--- config.mk ---
export PLATFORM = sky130hd
export DESIGN_NAME = neurosync_round_engine_flat
export DESIGN_NICKNAME = d
export VERILOG_FILES = /design/src/rtl/neurosync_round_engine_if.sv /design/src/rtl/neurosync_round_engine.sv /design/src/flat_wrapper.sv
export SDC_FILE = /design/constraint.sdc
export NUM_CORES = 1
export LEC_CHECK = 0
export CAP_MARGIN = 20
export CORE_ASPECT_RATIO = 0.8
export CORE_MARGIN = 2
export CORE_UTILIZATION = 40
export CTS_CLUSTER_DIAMETER = 120
export CTS_CLUSTER_SIZE = 24
export DETAILED_ROUTE_END_ITERATION = 6
export PLACE_DENSITY = 0.7
export SYNTH_ARGS = -nofsm -noshare
export SYNTH_HDL_FRONTEND = slang
export SYNTH_SLANG_ARGS = --single-unit
--- constraint.sdc ---
create_clock -name clock -period 1.81 [get_ports clock]
set_input_delay 0.2715 -clock clock [delete_from_list [all_inputs] [get_ports clock]]
set_output_delay 0.2715 -clock clock [all_outputs]
set_load 0.01 [all_outputs]
--- src/rtl/neurosync_round_engine_if.sv ---
// NeuroSync round engine bus: question memory port plus the
// play-analyser / range-meter handshakes and servo controls.
interface neurosync_round_engine_if #(
    parameter int ADDR_W = 3,
    parameter int WORD_W = 60
);
    logic [ADDR_W+1:0] mem_addr;
    logic [WORD_W-1:0] mem_data;
    logic              pronto_play;
    logic              acertou_play;
    logic              pronto_faixa;
    logic              acertou_faixa;
    logic [WORD_W-1:0] palavra;
    logic              set_pos;
    logic              jogando;
    logic              medir;

    modport master (
        output mem_addr,
        input  mem_data,
        input  pronto_play,
        input  acertou_play,
        input  pronto_faixa,
        input  acertou_faixa,
        output palavra,
        output set_pos,
        output jogando,
        output medir
    );

    modport slave (
        input  mem_addr,
        output mem_data,
        output pronto_play,
        output acertou_play,
        output pronto_faixa,
        output acertou_faixa,
        input  palavra,
        input  set_pos,
        input  jogando,
        input  medir
    );
endinterface

--- src/rtl/neurosync_round_engine.sv ---
// NeuroSync round sequencer: fetches questions, dispatches them to the
// play analyser or range meter, and keeps per-player saturating scores.
module neurosync_round_engine #(
    parameter int N_PERGUNTAS    = 8,
    parameter int ADDR_W         = 3,
    parameter int N_JOGADORES    = 2,
    parameter int JOG_W          = 1,
    parameter int SCORE_W        = 4,
    parameter int WORD_W         = 60,
    parameter int TIMEOUT_CICLOS = 50000000,
    parameter int TMO_W          = 26
) (
    input  logic                           clock,
    input  logic                           reset,
    input  logic                           iniciar,
    input  logic [1:0]                     modo,
    neurosync_round_engine_if.master       bus,
    output logic [ADDR_W-1:0]              indice,
    output logic [JOG_W-1:0]               jogador,
    output logic [N_JOGADORES*SCORE_W-1:0] pontos,
    output logic                           acertou,
    output logic                           timeout,
    output logic                           fim_jogo,
    output logic [3:0]                     db_estado
);

    typedef enum logic [3:0] {
        OCIOSO    = 4'd0,
        REGISTRA  = 4'd1,
        BUSCA     = 4'd2,
        CARREGA   = 4'd3,
        POSICIONA = 4'd4,
        ESPERA    = 4'd5,
        AVALIA    = 4'd6,
        PROXIMO   = 4'd7,
        FIM       = 4'd8
    } estado_t;

    localparam logic [ADDR_W-1:0] ULTIMA   = ADDR_W'(N_PERGUNTAS - 1);
    localparam logic [JOG_W-1:0]  ULT_JOG  = JOG_W'(N_JOGADORES - 1);
    localparam logic [TMO_W-1:0]  TMO_LIM  = TMO_W'(TIMEOUT_CICLOS - 1);
    localparam logic [SCORE_W-1:0] PTS_MAX = '1;

    estado_t                          estado_q, estado_d;
    logic                             iniciar_q, iniciar_d;
    logic [1:0]                       modo_q, modo_d;
    logic [ADDR_W-1:0]                indice_q, indice_d;
    logic [JOG_W-1:0]                 jogador_q, jogador_d;
    logic [N_JOGADORES*SCORE_W-1:0]   pontos_q, pontos_d;
    logic [WORD_W-1:0]                palavra_q, palavra_d;
    logic [TMO_W-1:0]                 cnt_q, cnt_d;
    logic                             hit_q, hit_d;
    logic                             tmo_q, tmo_d;

    logic                             faixa;
    logic                             pronto_sel;
    logic                             acertou_sel;
    logic [SCORE_W-1:0]               pts_atual;

    always_ff @(posedge clock) begin
        if (!reset) begin
            estado_q  <= OCIOSO;
            iniciar_q <= 1'b0;
            modo_q    <= '0;
            indice_q  <= '0;
            jogador_q <= '0;
            pontos_q  <= '0;
            palavra_q <= '0;
            cnt_q     <= '0;
            hit_q     <= 1'b0;
            tmo_q     <= 1'b0;
        end else begin
            estado_q  <= estado_d;
            iniciar_q <= iniciar_d;
            modo_q    <= modo_d;
            indice_q  <= indice_d;
            jogador_q <= jogador_d;
            pontos_q  <= pontos_d;
            palavra_q <= palavra_d;
            cnt_q     <= cnt_d;
            hit_q     <= hit_d;
            tmo_q     <= tmo_d;
        end
    end

    // Opcode 2'b11 routes the question to the range meter
    assign faixa       = (palavra_q[WORD_W-1 -: 2] == 2'b11);
    assign pronto_sel  = faixa ? bus.pronto_faixa : bus.pronto_play;
    assign acertou_sel = faixa ? bus.acertou_faixa : bus.acertou_play;
    assign pts_atual   = pontos_q[jogador_q*SCORE_W +: SCORE_W];

    always_comb begin
        estado_d  = estado_q;
        iniciar_d = iniciar;
        modo_d    = modo_q;
        indice_d  = indice_q;
        jogador_d = jogador_q;
        pontos_d  = pontos_q;
        palavra_d = palavra_q;
        cnt_d     = cnt_q;
        hit_d     = hit_q;
        tmo_d     = tmo_q;

        unique case (estado_q)
            OCIOSO: begin
                if (iniciar && !iniciar_q) estado_d = REGISTRA;
            end
            REGISTRA: begin
                modo_d    = modo;
                pontos_d  = '0;
                indice_d  = '0;
                jogador_d = '0;
                estado_d  = BUSCA;
            end
            BUSCA: estado_d = CARREGA;
            CARREGA: begin
                palavra_d = bus.mem_data;
                estado_d  = POSICIONA;
            end
            POSICIONA: begin
                cnt_d    = '0;
                estado_d = ESPERA;
            end
            ESPERA: begin
                cnt_d = cnt_q + TMO_W'(1);
                // A result arriving on the last allowed cycle beats the timeout
                if (pronto_sel) begin
                    hit_d    = acertou_sel;
                    tmo_d    = 1'b0;
                    estado_d = AVALIA;
                end else if (cnt_q == TMO_LIM) begin
                    hit_d    = 1'b0;
                    tmo_d    = 1'b1;
                    estado_d = AVALIA;
                end
            end
            AVALIA: begin
                if (hit_q && (pts_atual != PTS_MAX))
                    pontos_d[jogador_q*SCORE_W +: SCORE_W] = pts_atual + SCORE_W'(1);
                estado_d = (indice_q == ULTIMA) ? FIM : PROXIMO;
            end
            PROXIMO: begin
                indice_d  = indice_q + ADDR_W'(1);
                jogador_d = (jogador_q == ULT_JOG) ? '0 : jogador_q + JOG_W'(1);
                estado_d  = BUSCA;
            end
            FIM: estado_d = OCIOSO;
            default: estado_d = OCIOSO;
        endcase
    end

    assign bus.mem_addr = {modo_q, indice_q};
    assign bus.palavra  = palavra_q;
    assign bus.set_pos  = (estado_q == POSICIONA);
    assign bus.jogando  = (estado_q == ESPERA) && !faixa;
    assign bus.medir    = (estado_q == ESPERA) && faixa;

    assign indice    = indice_q;
    assign jogador   = jogador_q;
    assign pontos    = pontos_q;
    assign acertou   = (estado_q == AVALIA) && hit_q;
    assign timeout   = (estado_q == AVALIA) && tmo_q;
    assign fim_jogo  = (estado_q == FIM);
    assign db_estado = estado_q;

endmodule

--- src/flat_wrapper.sv ---
// flat-port wrapper written by rule: the top's interface ports become plain ports
module neurosync_round_engine_flat 
#(
    parameter int N_PERGUNTAS    = 8,
    parameter int ADDR_W         = 3,
    parameter int N_JOGADORES    = 2,
    parameter int JOG_W          = 1,
    parameter int SCORE_W        = 4,
    parameter int WORD_W         = 60,
    parameter int TIMEOUT_CICLOS = 50000000,
    parameter int TMO_W          = 26
)
  (clock, reset, iniciar, modo, indice, jogador, pontos, acertou, timeout, fim_jogo, db_estado, bus_mem_addr, bus_mem_data, bus_pronto_play, bus_acertou_play, bus_pronto_faixa, bus_acertou_faixa, bus_palavra, bus_set_pos, bus_jogando, bus_medir);
  neurosync_round_engine_if #(.ADDR_W(ADDR_W), .WORD_W(WORD_W)) bus_i ();
  input  logic clock;
  input  logic reset;
  input  logic iniciar;
  input  logic [1:0] modo;
  output logic [ADDR_W-1:0] indice;
  output logic [JOG_W-1:0] jogador;
  output logic [N_JOGADORES*SCORE_W-1:0] pontos;
  output logic acertou;
  output logic timeout;
  output logic fim_jogo;
  output logic [3:0] db_estado;
  output wire logic [$bits(bus_i.mem_addr)-1:0] bus_mem_addr;
  input wire logic [$bits(bus_i.mem_data)-1:0] bus_mem_data;
  input wire logic [$bits(bus_i.pronto_play)-1:0] bus_pronto_play;
  input wire logic [$bits(bus_i.acertou_play)-1:0] bus_acertou_play;
  input wire logic [$bits(bus_i.pronto_faixa)-1:0] bus_pronto_faixa;
  input wire logic [$bits(bus_i.acertou_faixa)-1:0] bus_acertou_faixa;
  output wire logic [$bits(bus_i.palavra)-1:0] bus_palavra;
  output wire logic [$bits(bus_i.set_pos)-1:0] bus_set_pos;
  output wire logic [$bits(bus_i.jogando)-1:0] bus_jogando;
  output wire logic [$bits(bus_i.medir)-1:0] bus_medir;
  assign bus_mem_addr = bus_i.mem_addr;
  assign bus_i.mem_data = bus_mem_data;
  assign bus_i.pronto_play = bus_pronto_play;
  assign bus_i.acertou_play = bus_acertou_play;
  assign bus_i.pronto_faixa = bus_pronto_faixa;
  assign bus_i.acertou_faixa = bus_acertou_faixa;
  assign bus_palavra = bus_i.palavra;
  assign bus_set_pos = bus_i.set_pos;
  assign bus_jogando = bus_i.jogando;
  assign bus_medir = bus_i.medir;
  neurosync_round_engine #(.N_PERGUNTAS(N_PERGUNTAS), .ADDR_W(ADDR_W), .N_JOGADORES(N_JOGADORES), .JOG_W(JOG_W), .SCORE_W(SCORE_W), .WORD_W(WORD_W), .TIMEOUT_CICLOS(TIMEOUT_CICLOS), .TMO_W(TMO_W)) u_core (.clock(clock), .reset(reset), .iniciar(iniciar), .modo(modo), .bus(bus_i), .indice(indice), .jogador(jogador), .pontos(pontos), .acertou(acertou), .timeout(timeout), .fim_jogo(fim_jogo), .db_estado(db_estado));
endmodule
==> metrics list <==
* Placement Rows: 35
- Class of the most critical setup path: reg2reg
- Design Area, Final: slightly above 7000 um2
- Floorplan die height: 101 um
- The largest single stage delay on the critical path is approximately 0.40 ns.
- The share of the Yosys chip area taken by registers is 0.456.
- In the final layout, the share of cells above drive strength 1 is 0.134.
* Effective utilization at floorplan: 0.410
- Detailed placement ended at an HPWL of ~9.8 mm.
- The H-tree generated during clock tree synthesis spans 3 levels.
* Post-synthesis instance total: 573
- Across all layers, the routed design uses around 4800 vias.
- A synthesized cell averages a little over 8 um2.
- The longest clock path from root to sink contains 2 buffers.
* Gp weighted congestion: slightly below 0.9
- Summing every instance area after synthesis gives 4700 um2.
- Number of I/O pins: between 150 and 200
- The checks that failed: negative setup slack.
* # setup viols final: 2
- TritonRoute pass-1 iters: 7
- Across every metal layer, demand over resource in global routing totals 0.207.
* Via count of the first global-routing pass: approximately 4400
- Dividing the detail-routed wire length by the instance count gives 15.6 um.
* Die width: roughly 130 um
- Among all stages on the critical path, the largest delay is contributed by sky130_fd_sc_hd__or4_1.
- Count of flip-flops with a built-in enable after synthesis: 0
- Min-Delay Path Class: reg2reg
- The number of max-slew violations in the final report was 0.
- The die covers between 10000 and 15000 um2.
- Clock-pin slew was measured on the worst setup and hold paths at ~0.08 ns.
* Total area of multi-input combinational cells: ~2400 um2
- Clock tree sinks: around 110
- The repair_antennas step left the layout with diodes totalling 0.
- At the placement stage, the worst setup path has a slack of -0.0238 ns.
* Buf/Inv on CP: 2
- Cell-by-cell listing of the critical path: buf_6 -> nor3b_4 -> nand4_1 -> buf_4 -> or4_1 -> a21oi_1
* Required time of the worst setup path: 2.09 ns
- For this design the ratio of total power to cell area is 705 nW/um2.
- Total of fill cells in the finished design: between 900 and 1000
- Across the VDD grid, the largest voltage drop is roughly 0.57 mV.
- Among all flip-flop cells after synthesis, the most frequent one is sky130_fd_sc_hd__dfxtp_1.
* Net Count, Synth: 646
* Hold_ws: ~0.45 ns
- TritonCTS created 9 clock buffers.
* Post-synthesis sequential element count: 107
* Routed vias/inst: 5.31
- Pin count of the biggest net entering global routing: 61
* Post-synthesis async set-or-reset flop share: 0
- Number of antenna violations at the first check in global routing: 0
* Arrival time worst endpoint: 2.14 ns
- The first global-routing pass estimated 21.6 mm of wire.
- Summing all flip-flop and latch instances after layout gives ~2100 um2.
- Largest fanout of any net on the critical path: 6
- After global routing the overflow that remains totals 0.
- Of the available clock period, the critical path in the final layout requires 1.03.
- From synthesis to final layout, the design area changed by 49.9%.
- In this run the tightest slew margin relative to its limit is 0.680.
- CTS tree: yes
* Power, Total: just under 5 mW
- Worst Max-Slew Pin Slew: around 0.48 ns
* Unrepaired setup endpoints after global routing: true
* Maximum achievable frequency: approximately 540 MHz
- Once placement finished, the instance area stood at 6580 um2.
- The total count of hold-check failures in the final report is 0.
* Clock latency of the later-clocked register in the worst-skew pair: ~0.35 ns
- The routed design could run at a clock period as short as approximately 1.9 ns.
* Number of DRC markers in iteration 0: 285
- Total wirelength of the detailed-routed design: about 14 mm
- STA classifies the critical path startpoint as a flop.
- Max-cap violations in this run came to 0.
* Worst path top cell family by delay: simple AND/OR/NAND/NOR gates
- Run status: finished with violations
- Total core area: 11500 um2
* Post-layout nets: between 800 and 900
* DRC violations left: 0
* Final worst-path setup slack: -0.0541 ns
- Buffers placed on the I/O ports in this run total 155.
- Maximum clock skew at final layout: ~0.0094 ns
* Cell at the root of the clock tree: sky130_fd_sc_hd__clkbuf_16
* Kind of end point of the critical path: flop
* Total number of yosys warnings: 0
* Leakage power total: 2.44 nW
- Number of unique standard cell types used by synthesis: 60
* ANT nets after route: 0
## routing by layer
layer	vias up	part of all wire	GRT usage
li1	2361	-	-
met1	2233	0.42	0.252
met2	157	0.50	0.362
met3	25	0.054	0.0472
met4	0	0.022	0.0752
met5	-	0	0
## tightest hold or removal path: cells and delay by family, from the launching register on
| family | cells | cell delay [ns] |
|---|---|---|
| AND/OR/NAND/NOR | 1 | 0.05 |
| AO/OA/AOI/OAI | 1 | 0.05 |
| flip-flops | 1 | 0.31 |
## sequential cells by signal, indices dropped and copies added (netlist names), 2 cells and up
register            flops
u_core.bus.palavra     60
u_core.db_estado        4
u_core.indice           3
u_core.modo_q           2
u_core.cnt_q           26
u_core.pontos           8
## repair_timing
action,in CTS,in global routing
gates resized for setup,18,23
pin swaps,1,8
setup endpoints to repair,9,69
gates cloned,0,1
hold buffers,0,0
setup buffers,0,9
## layout by cell type (no fill, tap or decap), drive strengths merged, types with 3 or more instances in the layout
cell type / synthesis / layout
a211oi: 6 / 6
a21oi: 83 / 83
a22oi: 3 / 3
a31oi: 4 / 4
and2: 8 / 8
and3: 8 / 8
and4: 5 / 5
buf: 27 / 52
clkbuf: 17 / 11
clkdlybuf4s50: 0 / 148
dfxtp: 107 / 107
dlygate4sd2: 0 / 3
ha: 4 / 4
inv: 10 / 12
mux2: 3 / 3
mux2i: 6 / 6
nand2: 142 / 142
nand3: 11 / 11
nand3b: 4 / 4
nand4: 15 / 15
nand4b: 4 / 4
nor2: 16 / 16
nor2b: 9 / 9
nor3: 4 / 4
nor3b: 4 / 4
nor4: 4 / 4
nor4b: 3 / 3
o21ai: 13 / 13
o22ai: 4 / 4
o311ai: 7 / 7
o31ai: 9 / 9
or3: 4 / 4
or4: 7 / 7
## cells in the mapped netlist, drive strengths merged (5+ instances only)
library cell  instances  area, um2
clkbuf               17       63.8
and3                  8       50.1
a211oi                6       45.0
nor2                 16       60.1
nand4                15        109
buf                  27        151
nand3                11       60.1
or4                   7       52.6
inv                  10       37.5
o31ai                 9       67.6
nand2               142        533
nor2b                 9       56.3
o21ai                13       65.1
a21oi                83        415
and2                  8       50.1
dfxtp               107       2140
o311ai                7       61.3
mux2i                 6       60.1
and4                  5       46.3
## kinds of logic (layout without fill, tap and decap cells)
| family | after synthesis | count (layout) | share of synthesized area |
|---|---|---|---|
| multiplexers | 9 | 9 | 0.0200 |
| AND/OR/NAND/NOR | 254 | 254 | 0.275 |
| adder cells (fa/ha/maj) | 4 | 4 | 0.0106 |
| AO/OA/AOI/OAI | 141 | 141 | 0.177 |
| buffers and inverters | 54 | 232 | 0.0538 |
| flip-flops | 107 | 107 | 0.456 |
| XOR/XNOR | 4 | 4 | 0.00745 |
## metrics by stage
stage	setup TNS [ns]	instances	util
after floorplan	0	573	-
after global placement	-0.0196	873	0.573
after detailed placement	-0.0380	873	0.573
after CTS	0	889	0.602
after global routing	-0.292	899	0.614
final	-0.0690	899	0.614
## power by group
| group | internal (mW) | switching (mW) |
|---|---|---|
| sequential | 2.40 | 0.0283 |
| clock | 1.09 | 0.908 |
| combinational | 0.306 | 0.243 |
| total | 3.79 | 1.18 |
## layout make-up
type	instances	area share
clock inverters	6	0.0103
well taps	148	0.0263
repair buffers	206	0.281
multi-input cells	412	0.339
flip-flops and latches	107	0.305
inverters	10	0.00533
clock buffers	10	0.0325
## path summary, 6_finish.rpt
check                                            from                    end  slack [ns]  cells after the start
worst max-delay path              u_core.db_estado[2]       u_core.cnt_q[20]       -0.05                      6
worst min-delay path            u_core.bus.palavra[5]  u_core.bus.palavra[5]        0.45                      2
worst max register to register    u_core.db_estado[2]       u_core.cnt_q[20]       -0.05                      6
worst min register to register  u_core.bus.palavra[5]  u_core.bus.palavra[5]        0.45                      2
No activity file was read; power rests on OpenSTA's default activity.
